<file path="src/rtl/core_pkg.sv">
// Shared types for the segmented RV32I core.
// ID/EX bundle layout and the bubble constant.
package core_pkg;

  localparam int REG_IDX_W = 5;
  localparam int XLEN      = 32;

  // Control width is chosen per instance, so ctrl is held beside this bundle.
  typedef struct packed {
    logic                 valid;
    logic [XLEN-1:0]      pc;
    logic [REG_IDX_W-1:0] rs1;
    logic [REG_IDX_W-1:0] rs2;
    logic [REG_IDX_W-1:0] rd;
    logic [XLEN-1:0]      rs1_data;
    logic [XLEN-1:0]      rs2_data;
    logic [XLEN-1:0]      imm;
    logic                 mem_rd;
    logic                 ru_wr;
  } ex_bundle_t;

  localparam ex_bundle_t BUBBLE = '0;

endpackage

</file>
<file path="src/rtl/sat_counter.sv">
// Saturating up-counter for debug events.
// Holds at all-ones instead of wrapping.
module sat_counter #(
  parameter int W = 32
) (
  input  logic         clk,
  input  logic         rst_n,
  input  logic         inc,
  output logic [W-1:0] cnt
);

  // count events, stick at the maximum
  always_ff @(posedge clk or negedge rst_n) begin
    if (!rst_n)
      cnt <= '0;
    else if (inc && (cnt != '1))
      cnt <= cnt + 1'b1;
  end

endmodule

</file>
<file path="src/rtl/id_ex_stage.sv">
// ID/EX pipeline register with load-use stall.
// Bubbles on flush or hazard; counts both events.
module id_ex_stage
  import core_pkg::*;
#(
  parameter int CTRL_W = 16,
  parameter int CNT_W  = 32
) (
  input  logic                 clk,
  input  logic                 rst_n,
  input  logic                 flush,
  input  logic                 id_valid,
  input  logic [XLEN-1:0]      id_pc,
  input  logic [REG_IDX_W-1:0] id_rs1,
  input  logic [REG_IDX_W-1:0] id_rs2,
  input  logic [REG_IDX_W-1:0] id_rd,
  input  logic                 id_uses_rs1,
  input  logic                 id_uses_rs2,
  input  logic [XLEN-1:0]      id_rs1_data,
  input  logic [XLEN-1:0]      id_rs2_data,
  input  logic [XLEN-1:0]      id_imm,
  input  logic [CTRL_W-1:0]    id_ctrl,
  input  logic                 id_mem_rd,
  input  logic                 id_ru_wr,
  output logic                 stall,
  output logic                 ex_valid,
  output logic [XLEN-1:0]      ex_pc,
  output logic [XLEN-1:0]      ex_rs1_data,
  output logic [XLEN-1:0]      ex_rs2_data,
  output logic [XLEN-1:0]      ex_imm,
  output logic [REG_IDX_W-1:0] ex_rs1,
  output logic [REG_IDX_W-1:0] ex_rs2,
  output logic [REG_IDX_W-1:0] ex_rd,
  output logic [CTRL_W-1:0]    ex_ctrl,
  output logic                 ex_mem_rd,
  output logic                 ex_ru_wr,
  output logic [CNT_W-1:0]     stall_cnt,
  output logic [CNT_W-1:0]     flush_cnt
);

  ex_bundle_t        q, d;
  logic [CTRL_W-1:0] ctrl_q, ctrl_d;
  logic              hazard;
  logic              rs1_hit, rs2_hit;

  // load in EX feeding a source of the ID instruction
  always_comb begin
    rs1_hit = id_uses_rs1 && (id_rs1 == q.rd);
    rs2_hit = id_uses_rs2 && (id_rs2 == q.rd);
    hazard  = q.valid && q.mem_rd && (q.rd != '0)
              && id_valid && (rs1_hit || rs2_hit);
    stall   = hazard && !flush;
  end

  // next EX contents: bubble on flush/hazard, else capture ID
  always_comb begin
    d      = BUBBLE;
    ctrl_d = '0;
    if (!flush && !hazard) begin
      d.valid    = id_valid;
      d.pc       = id_pc;
      d.rs1      = id_rs1;
      d.rs2      = id_rs2;
      d.rd       = id_rd;
      d.rs1_data = id_rs1_data;
      d.rs2_data = id_rs2_data;
      d.imm      = id_imm;
      d.mem_rd   = id_mem_rd && id_valid;
      d.ru_wr    = id_ru_wr && id_valid;
      ctrl_d     = id_ctrl;
    end
  end

  // pipeline register
  always_ff @(posedge clk or negedge rst_n) begin
    if (!rst_n) begin
      q      <= BUBBLE;
      ctrl_q <= '0;
    end else begin
      q      <= d;
      ctrl_q <= ctrl_d;
    end
  end

  assign ex_valid    = q.valid;
  assign ex_pc       = q.pc;
  assign ex_rs1      = q.rs1;
  assign ex_rs2      = q.rs2;
  assign ex_rd       = q.rd;
  assign ex_rs1_data = q.rs1_data;
  assign ex_rs2_data = q.rs2_data;
  assign ex_imm      = q.imm;
  assign ex_mem_rd   = q.mem_rd;
  assign ex_ru_wr    = q.ru_wr;
  assign ex_ctrl     = ctrl_q;

  sat_counter #(.W(CNT_W)) u_stall_cnt (
    .clk   (clk),
    .rst_n (rst_n),
    .inc   (stall),
    .cnt   (stall_cnt)
  );

  sat_counter #(.W(CNT_W)) u_flush_cnt (
    .clk   (clk),
    .rst_n (rst_n),
    .inc   (flush && id_valid),
    .cnt   (flush_cnt)
  );

endmodule

</file>
<file path="config.mk">
export PLATFORM = sky130hd
export DESIGN_NAME = id_ex_stage
export DESIGN_NICKNAME = d
export VERILOG_FILES = /design/src/rtl/core_pkg.sv /design/src/rtl/sat_counter.sv /design/src/rtl/id_ex_stage.sv
export SDC_FILE = /design/constraint.sdc
export NUM_CORES = 1
export LEC_CHECK = 0
export CAP_MARGIN = 25
export CORE_ASPECT_RATIO = 1.25
export CORE_MARGIN = 10
export CORE_UTILIZATION = 37
export CTS_CLUSTER_SIZE = 40
export DETAILED_ROUTE_END_ITERATION = 6
export MAX_ROUTING_LAYER = met4
export PLACE_DENSITY = 0.84
export SLEW_MARGIN = 40
export SYNTH_ARGS = -nofsm -noshare
export SYNTH_HDL_FRONTEND = slang
export SYNTH_SLANG_ARGS = --single-unit
</file>
<file path="constraint.sdc">
create_clock -name clk -period 1.86 [get_ports clk]
set_input_delay 0.558 -clock clk [delete_from_list [all_inputs] [get_ports clk]]
set_output_delay 0.558 -clock clk [all_outputs]
set_load 0.03 [all_outputs]
</file>
==> results of run 1 <==
[logic make-up (layout without fill, tap and decap cells)]
kind of cell | after synthesis | in the layout | share of synthesized area [%]
other | 0 | 3 | 0
XOR/XNOR | 70 | 70 | 7.27
buffers and inverters | 27 | 574 | 2.09
multiplexers | 2 | 2 | 0.312
flip-flops | 226 | 226 | 67.1
adder cells (fa/ha/maj) | 2 | 2 | 0.297
AND/OR/NAND/NOR | 310 | 310 | 22.5
AO/OA/AOI/OAI | 6 | 6 | 0.445
[registers in the layout (all words and copies together) (netlist names), 16 cells and up]
signal / flops
ex_ctrl: 16
ex_imm: 32
u_stall_cnt.cnt: 32
ex_rs2_data: 32
ex_pc: 32
ex_rs1_data: 32
u_flush_cnt.cnt: 32
[repair_timing]
action / 4_1_cts / 5_1_grt
endpoints found under the hold margin: 42 / 0
buffers inserted: 21 / 3
hold buffers: 1 / 0
cloned: 34 / 0
resized for setup: 692 / 105
pin swaps: 70 / 13
setup endpoints to repair: 418 / 276
[where the power goes]
| part | switching [µW] | internal [µW] |
|---|---|---|
| Clock | 2070 | 3010 |
| Combinational | 1220 | 1230 |
| Sequential | 127 | 5160 |
[layout make-up]
| type | count | area share [%] |
|---|---|---|
| Antenna cell | 3 | 0.0478 |
| Clock buffer | 33 | 4.36 |
| Clock inverter | 11 | 1.00 |
| Inverter | 3 | 0.0717 |
| Multi-Input combinational cell | 390 | 20.3 |
| Sequential cell | 226 | 36.1 |
| Tap cell | 283 | 2.25 |
| Timing Repair Buffer | 527 | 35.8 |
[final timing paths]
kind,endpoint,startpoint,depth (start not counted),slack (ns)
min,ex_rs1[3],id_rs1[3],2,0.48
max reg2reg,ex_rs1_data[31],ex_rd[2],13,-0.68
min in group asynchronous,u_stall_cnt.cnt[7],rst_n,2,0.56
min reg2reg,u_flush_cnt.cnt[7],u_flush_cnt.cnt[7],1,0.49
max in group asynchronous,ex_rs2_data[23],rst_n,3,0.71
max,stall,ex_rd[2],5,-0.77
[worst reg2reg max path: cells and delay by family, from the launching register on]
kind                      cells  cell delay [ns]
DFF                           1             0.47
buffers and inverters         7             0.99
AOI/OAI and AO/OA             1             0.15
and+or+nand+nor               4             0.64
xor gates and xnor gates      1             0.20
[layout by cell type (no fill, tap or decap), types with 30 or more instances in the layout]
cell type | Yosys | routed
and2_4 | 0 | 149
xnor2_1 | 46 | 44
buf_4 | 1 | 71
dlygate4sd2_1 | 0 | 63
buf_16 | 0 | 34
clkdlybuf4s50_1 | 0 | 162
clkdlybuf4s15_2 | 0 | 45
dfrtp_1 | 226 | 214
clkdlybuf4s15_1 | 0 | 55
buf_2 | 3 | 30
[per-stage QoR]
| stage | TNS, ns | setup slack (ns) | instances | util, % | power (µW) |
|---|---|---|---|---|---|
| 5_1_grt | -117.11 | -0.854 | 1476 | 70.2 | 13200 |
| 2_1_floorplan | -31.54 | -0.289 | 643 | - | 6180 |
| 3_3_place_gp | -161.69 | -0.889 | 1370 | 59.6 | 7330 |
| 6_report | -100.29 | -0.768 | 1476 | 70.2 | 12800 |
| 3_5_place_dp | -174.22 | -0.944 | 1370 | 59.6 | 7370 |
| 4_1_cts | -103.15 | -0.795 | 1470 | 70.6 | 12800 |
[per-layer routing]
layer  vias up  wire, µm  global-route usage [%]  share of wire (%)
met5         -         0                       -                  0
met4         0      1300                    8.48                3.5
met3        82      3030                    7.72                8.2
met2       333     19900                    45.3                 54
met1      3604     12900                    26.1                 35
li1       3190         -                       -                  -
==> metrics.md, run 1 <==
| Metric | Value |
|---|---|
| Placer Congestion | `0.868` |
| Pin count of the biggest net entering global routing | `55` |
| Instance area after placement | `about 0.013 mm²` |
| Filler instances | `~1500` |
| Area of the multi-input gates | `about 0.0032 mm²` |
| Final routed wirelength across all metal layers | `between 30000 and 40000 µm` |
| Total standard cell area after synthesis | `0.00843 mm²` |
| Worst-path cell chain | `xor2_1 -> nor4_2 -> a32oi_2 -> nor3_4 -> buf_6` |
| Status | `complete, but fails checks` |
| Global-route wire length before repair | `54700 µm` |
| Core region area | `0.0224 mm²` |
| Mean number of vias per cell | `4.88` |
| Number of global-route vias before repair | `between 8000 and 9000` |
| Final max-slew violation count | `0` |
| Port buffer count | `about 390` |
| Worst endpoint required time | `between 1 and 1.5 ns` |
| Worst setup path class | `reg -> out` |
| Chip width | `around 150 µm` |
| Hold violation total from the final report | `0` |
| Slowest cell on the critical path | `dfrtp_2` |
| Routed vias | `7209` |
| Warnings, synthesis | `0` |
| Critical path fanouts, max | `4` |
| Worst Max-Slew Pin Slew | `between 0.4 and 0.5 ns` |
| Total track usage | `about a quarter` |
| Final setup viols | `between 150 and 200` |
| # Max-Cap Violations | `0` |
| WL per Instance | `25.1 µm` |
| Growth of design area from synthesis to finish | `86.4%` |
| Sequential cell area in the final layout | `0.00567 mm²` |
| Power per unit of standard cell area | `around 820 mW/mm²` |
| Number of sinks on the clock net | `roughly 230` |
| Final layout net count | `between 1000 and 1500` |
| Flip-flop and latch count after synthesis | `about 230` |
| Share of final-layout standard cells stronger than drive strength 1 | `41.3%` |
| Crit end category | `output port` |
| Count of distinct cell types in the synthesized netlist | `39` |
| Iter 0 DRT Violations | `slightly above 300` |
| PnR worst setup slack | `-0.768 ns` |
| Cells after Synth | `643` |
| Min-Delay Path Class | `in -> reg` |
| Area contributors post-synth | `dfrtp_1 (67%), and2_1 (12%), xnor2_1 (4.8%)` |
| Total CTS buffers | `24` |
| Final clock period utilization by the worst path | `141%` |
| Worst Hold Margin | `roughly 0.48 ns` |
| Post-synth EDFFs | `0` |
| Number of top-level pins | `about 400` |
| Clock latency of the later-clocked register in the worst-skew pair | `approximately 0.53 ns` |
| Critical path buffers and inverters | `1` |
| Total overflow reported by the global router | `0` |
| Htree depth | `1` |
| Vertical extent of the die | `between 150 and 200 µm` |
| Clock skew | `roughly 0.028 ns` |
| Type of origin of the critical path | `flip-flop` |
| Cell leakage power | `around 0.0076 µW` |
| Antenna viol nets, final | `0` |
| CTS tree | `yes` |
| Max-Slew Margin vs Limit | `between 60% and 70%` |
| Final Cell Area | `0.0157 mm²` |
| Part of the Yosys area used for sequential elements | `67.1%` |
| Top achievable clock speed | `between 300 and 400 MHz` |
| Die Footprint | `~0.03 mm²` |
| Maximum count of clock buffers along a single path | `3` |
| Async S/R FF share, synth | `100%` |
| Final period demand of the worst path | `2.63 ns` |
| Setup repair after global routing missed its margin | `true` |
| Dominant cell by count in the synthesized netlist | `dfrtp_1` |
| CP Data Arrival Time | `2.07 ns` |
| Final routed DRC violation total | `0` |
| Antenna violations before repair | `3` |
| Clock root buffer master | `clkbuf_16` |
| List of most frequent post-synthesis cells | `dfrtp_1 (226), and2_1 (167), xnor2_1 (46), nand3_1 (27), nand4_1 (25)` |
| Dpl hpwl | `between 20000 and 25000 µm` |
| Biggest area consumer among synthesized cells | `dfrtp_1` |
| Total iterations of the first detailed-routing run | `4` |
| Starting density of the core | `a little under two fifths` |
| Average cell area after synthesis | `13.1 µm²` |
| Prevailing post-synth register cell | `dfrtp_1` |
| Core Rows | `slightly above 60` |
| Failing checks | `setup timing` |
| Nets in the synthesized netlist | `812` |
| CP peak stage delay | `0.47 ns` |
| Clock slew at the register clock pins of the worst setup and hold paths | `approximately 0.060 ns` |
| Worst path top cell family by delay | `simple AND/OR/NAND/NOR gates` |
| Area fraction of the dominant cell type after synthesis | `67.1%` |
| Peak ir drop on the vdd network | `approximately 0.89 mV` |
(Power assumes the default switching activity.)
==> run 2: changes to the inputs <==
Settings changed: CORE_UTILIZATION 37 to 38, CTS_BUF_LIST set to sky130_fd_sc_hd__clkbuf_4 sky130_fd_sc_hd__clkbuf_8, PLACE_DENSITY 0.84 to 0.86.
==> run 2 against run 1 <==
- the run still ends with setup timing left
- core utilization fell by 0.21 points
- routed wire length fell by 3.7%
- count of clock-buffer cells in the layout rose by 23
- critical endpoint unchanged
- largest cell class unchanged
==> metrics.md, run 2 (synthesis results as in run 1) <==
| Metric | Value |
|---|---|
| Status | `complete, but fails checks (unchanged)` |
| Failing checks | `setup timing (unchanged)` |
| Slowest cell on the critical path | `clkdlybuf4s50_1 (was dfrtp_2)` |
| Relative contribution of combinational cells to total power | `18.4% (was 19.1%)` |
| Worst endpoint required time | `1.30 ns (about the same)` |
| CP Data Arrival Time | `2.05 ns (was 2.07 ns)` |
| Worst min-delay path startpoint | `id_rs1[3] (unchanged)` |
| Worst Hold Margin | `0.475 ns (was 0.481 ns)` |
| Chip width | `153 µm (was 155 µm)` |
| Routed vias | `7222 (was 7209)` |
| Total iterations of the first detailed-routing run | `4 (unchanged)` |
| Final max-slew violation count | `0 (unchanged)` |
| Final routed wirelength across all metal layers | `35700 µm (was 37100 µm)` |
| Vertical extent of the die | `187 µm (was 189 µm)` |
| Worst Max-Slew Pin Slew | `0.391 ns (was 0.481 ns)` |
| Clock slew at the register clock pins of the worst setup and hold paths | `0.05 ns (was 0.06 ns)` |
| Placer Congestion | `0.841 (was 0.868)` |
| Number of top-level pins | `394 (unchanged)` |
| Final Cell Area | `0.0152 mm² (was 0.0157 mm²)` |
| Count of cells along the worst register-to-register path | `13 (unchanged)` |
| Final setup viols | `197 (was 196)` |
| Antenna violations before repair | `3 (unchanged)` |
| Total overflow reported by the global router | `0 (unchanged)` |
| Most frequent cells in the layout | `dfrtp_1 (215), clkdlybuf4s50_1 (164), and2_4 (102), dlygate4sd2_1 (71), buf_4 (69) (was dfrtp_1 (214), clkdlybuf4s50_1 (162), and2_4 (149), buf_4 (71), dlygate4sd2_1 (63))` |
| PnR worst setup slack | `-0.749 ns (was -0.768 ns)` |
| Antenna viol nets, final | `0 (unchanged)` |
| CTS tree | `yes (unchanged)` |
| Clock latency of the later-clocked register in the worst-skew pair | `0.52 ns (was 0.53 ns)` |
| Total track usage | `22.7% (was 25.5%)` |
| Mean number of vias per cell | `4.87 (was 4.88)` |
| Worst reg2reg path endpoint | `ex_rs1_data[30] (was ex_rs1_data[31])` |
| Internal power summed over all cells | `8930 µW (was 9400 µW)` |
| Core Rows | `60 (was 61)` |
| Critical path fanouts, max | `2 (was 4)` |
| Crit end category | `output port (unchanged)` |
| Sw frac | `26.9% (was 26.6%)` |
| Part of the power in the clock network | `38.2% (was 39.6%)` |
| Maximum count of clock buffers along a single path | `3 (unchanged)` |
| Sequential cell fraction of total power | `43.4% (was 41.3%)` |
| Clock root buffer master | `clkbuf_8 (was clkbuf_16)` |
| R2r setup slk | `-0.59 ns (was -0.68 ns)` |
| Worst reg2reg startpoint | `ex_rd[2] (unchanged)` |
| Htree depth | `2 (was 1)` |
| Core region area | `0.0217 mm² (was 0.0224 mm²)` |
| Port buffer count | `393 (unchanged)` |
| CP peak stage delay | `0.46 ns (was 0.47 ns)` |
| Final layout net count | `1343 (was 1341)` |
| Share of final-layout standard cells stronger than drive strength 1 | `38.5% (was 41.3%)` |
| Type of origin of the critical path | `input pin (was flip-flop)` |
| Growth of design area from synthesis to finish | `80.3% (was 86.4%)` |
| Cell leakage power | `0.00753 µW (was 0.00763 µW)` |
| Net switching power | `3290 µW (was 3410 µW)` |
| Clock skew | `0.0169 ns (was 0.0277 ns)` |
| Power per unit of standard cell area | `804 mW/mm² (was 816 mW/mm²)` |
| Min-Delay Path Class | `in -> reg (unchanged)` |
| Leading cell type in the layout, fill and taps excluded | `dfrtp_1 (unchanged)` |
| Iter 0 DRT Violations | `260 (was 310)` |
| Pin count of the biggest net entering global routing | `51 (was 55)` |
| Launch point of the worst path | `id_rs2[2] (was ex_rd[2])` |
| Endpoint with the worst hold slack | `ex_rs1[3] (unchanged)` |
| Peak ir drop on the vdd network | `0.694 mV (was 0.886 mV)` |
| Starting density of the core | `38.8% (was 37.7%)` |
| Total CTS buffers | `37 (was 24)` |
| Global-route wire length before repair | `48800 µm (was 54700 µm)` |
| Number of global-route vias before repair | `7998 (was 8222)` |
| WL per Instance | `24.1 µm (was 25.1 µm)` |
| Final routed DRC violation total | `0 (unchanged)` |
| Top achievable clock speed | `383 MHz (was 381 MHz)` |
| Final period demand of the worst path | `2.61 ns (was 2.63 ns)` |
| Number of sinks on the clock net | `226 (unchanged)` |
| Worst Hold Depth | `2 (unchanged)` |
| Max-Slew Margin vs Limit | `73.9% (was 67.9%)` |
| # Max-Cap Violations | `0 (unchanged)` |
| Die Footprint | `0.0286 mm² (was 0.0293 mm²)` |
| Worst setup path class | `in -> out (was reg -> out)` |
| Dpl hpwl | `23100 µm (was 23000 µm)` |
| Setup repair after global routing missed its margin | `true (unchanged)` |
| Instance area after placement | `0.0133 mm² (about the same)` |
| Hold violation total from the final report | `0 (unchanged)` |
| Final clock period utilization by the worst path | `140% (was 141%)` |
| Worst-path cell chain | `clkdlybuf4s50_1 -> xor2_1 -> nor4_1 -> a32oi_2 -> nor3_4 -> buf_12 (was xor2_1 -> nor4_2 -> a32oi_2 -> nor3_4 -> buf_6)` |
==> run 2: repair_timing <==
item	4_1_cts	5_1_grt
hold buffers	1	0
pin swaps	8	68
buffers inserted	19	11
endpoints found under the setup margin	413	290
gates resized for setup	511	243
endpoints found under the hold margin	35	0
cloned	13	14
==> run 2: metrics by stage <==
step	setup TNS [ns]	instances	power, µW	util [%]	setup slack (ns)
floorplan	-31.54	643	6180	-	-0.289
global placement	-157.54	1363	7330	61.4	-0.824
detailed placement	-177.65	1363	7380	61.4	-0.935
CTS	-113.83	1460	12100	67.5	-0.728
global route	-109.24	1482	12600	70.0	-0.816
finish	-95.47	1482	12200	70.0	-0.749
==> run 2: how the worst max path moves through the flow <==
stage,to,depth (start not counted)
after global routing,stall,6
final,stall,6
after CTS,stall,5
after detailed placement,stall,6
after floorplan,stall,4
after global placement,stall,6
==> run 2: final cells by class <==
class / count / area (µm²)
Sequential cell: 226 / 5670
Inverter: 3 / 11.3
Fill cell: 1447 / 6500
Clock buffer: 56 / 696
Tap cell: 279 / 349
Clock inverter: 8 / 95.1
Antenna cell: 4 / 10.0
Timing Repair Buffer: 515 / 5200
Multi-Input combinational cell: 391 / 3160
==> run 2: power groups by stage <==
stage	Clock, µW	Sequential (µW)	Combinational (µW)
floorplan	0	5870	303
global placement	0	5370	1960
detailed placement	0	5380	2000
CTS	4700	5290	2080
global route	4960	5320	2360
finish	4660	5300	2250
==> run 2: per-layer routing <==
metal,up-vias,GRT usage [%],wire [µm]
met3,89,7.54,2670
li1,3195,-,-
met1,3589,23.4,12900
met5,-,-,0
met2,349,38.5,18700
met4,0,10.3,1500
==> run 2: worst max-delay path: cells and delay by family <==
family,cells,cell delay [ns]
buffers and inverters,2,0.61
and+or+nand+nor,2,0.57
AOI/OAI and AO/OA,1,0.13
xor gates and xnor gates,1,0.18
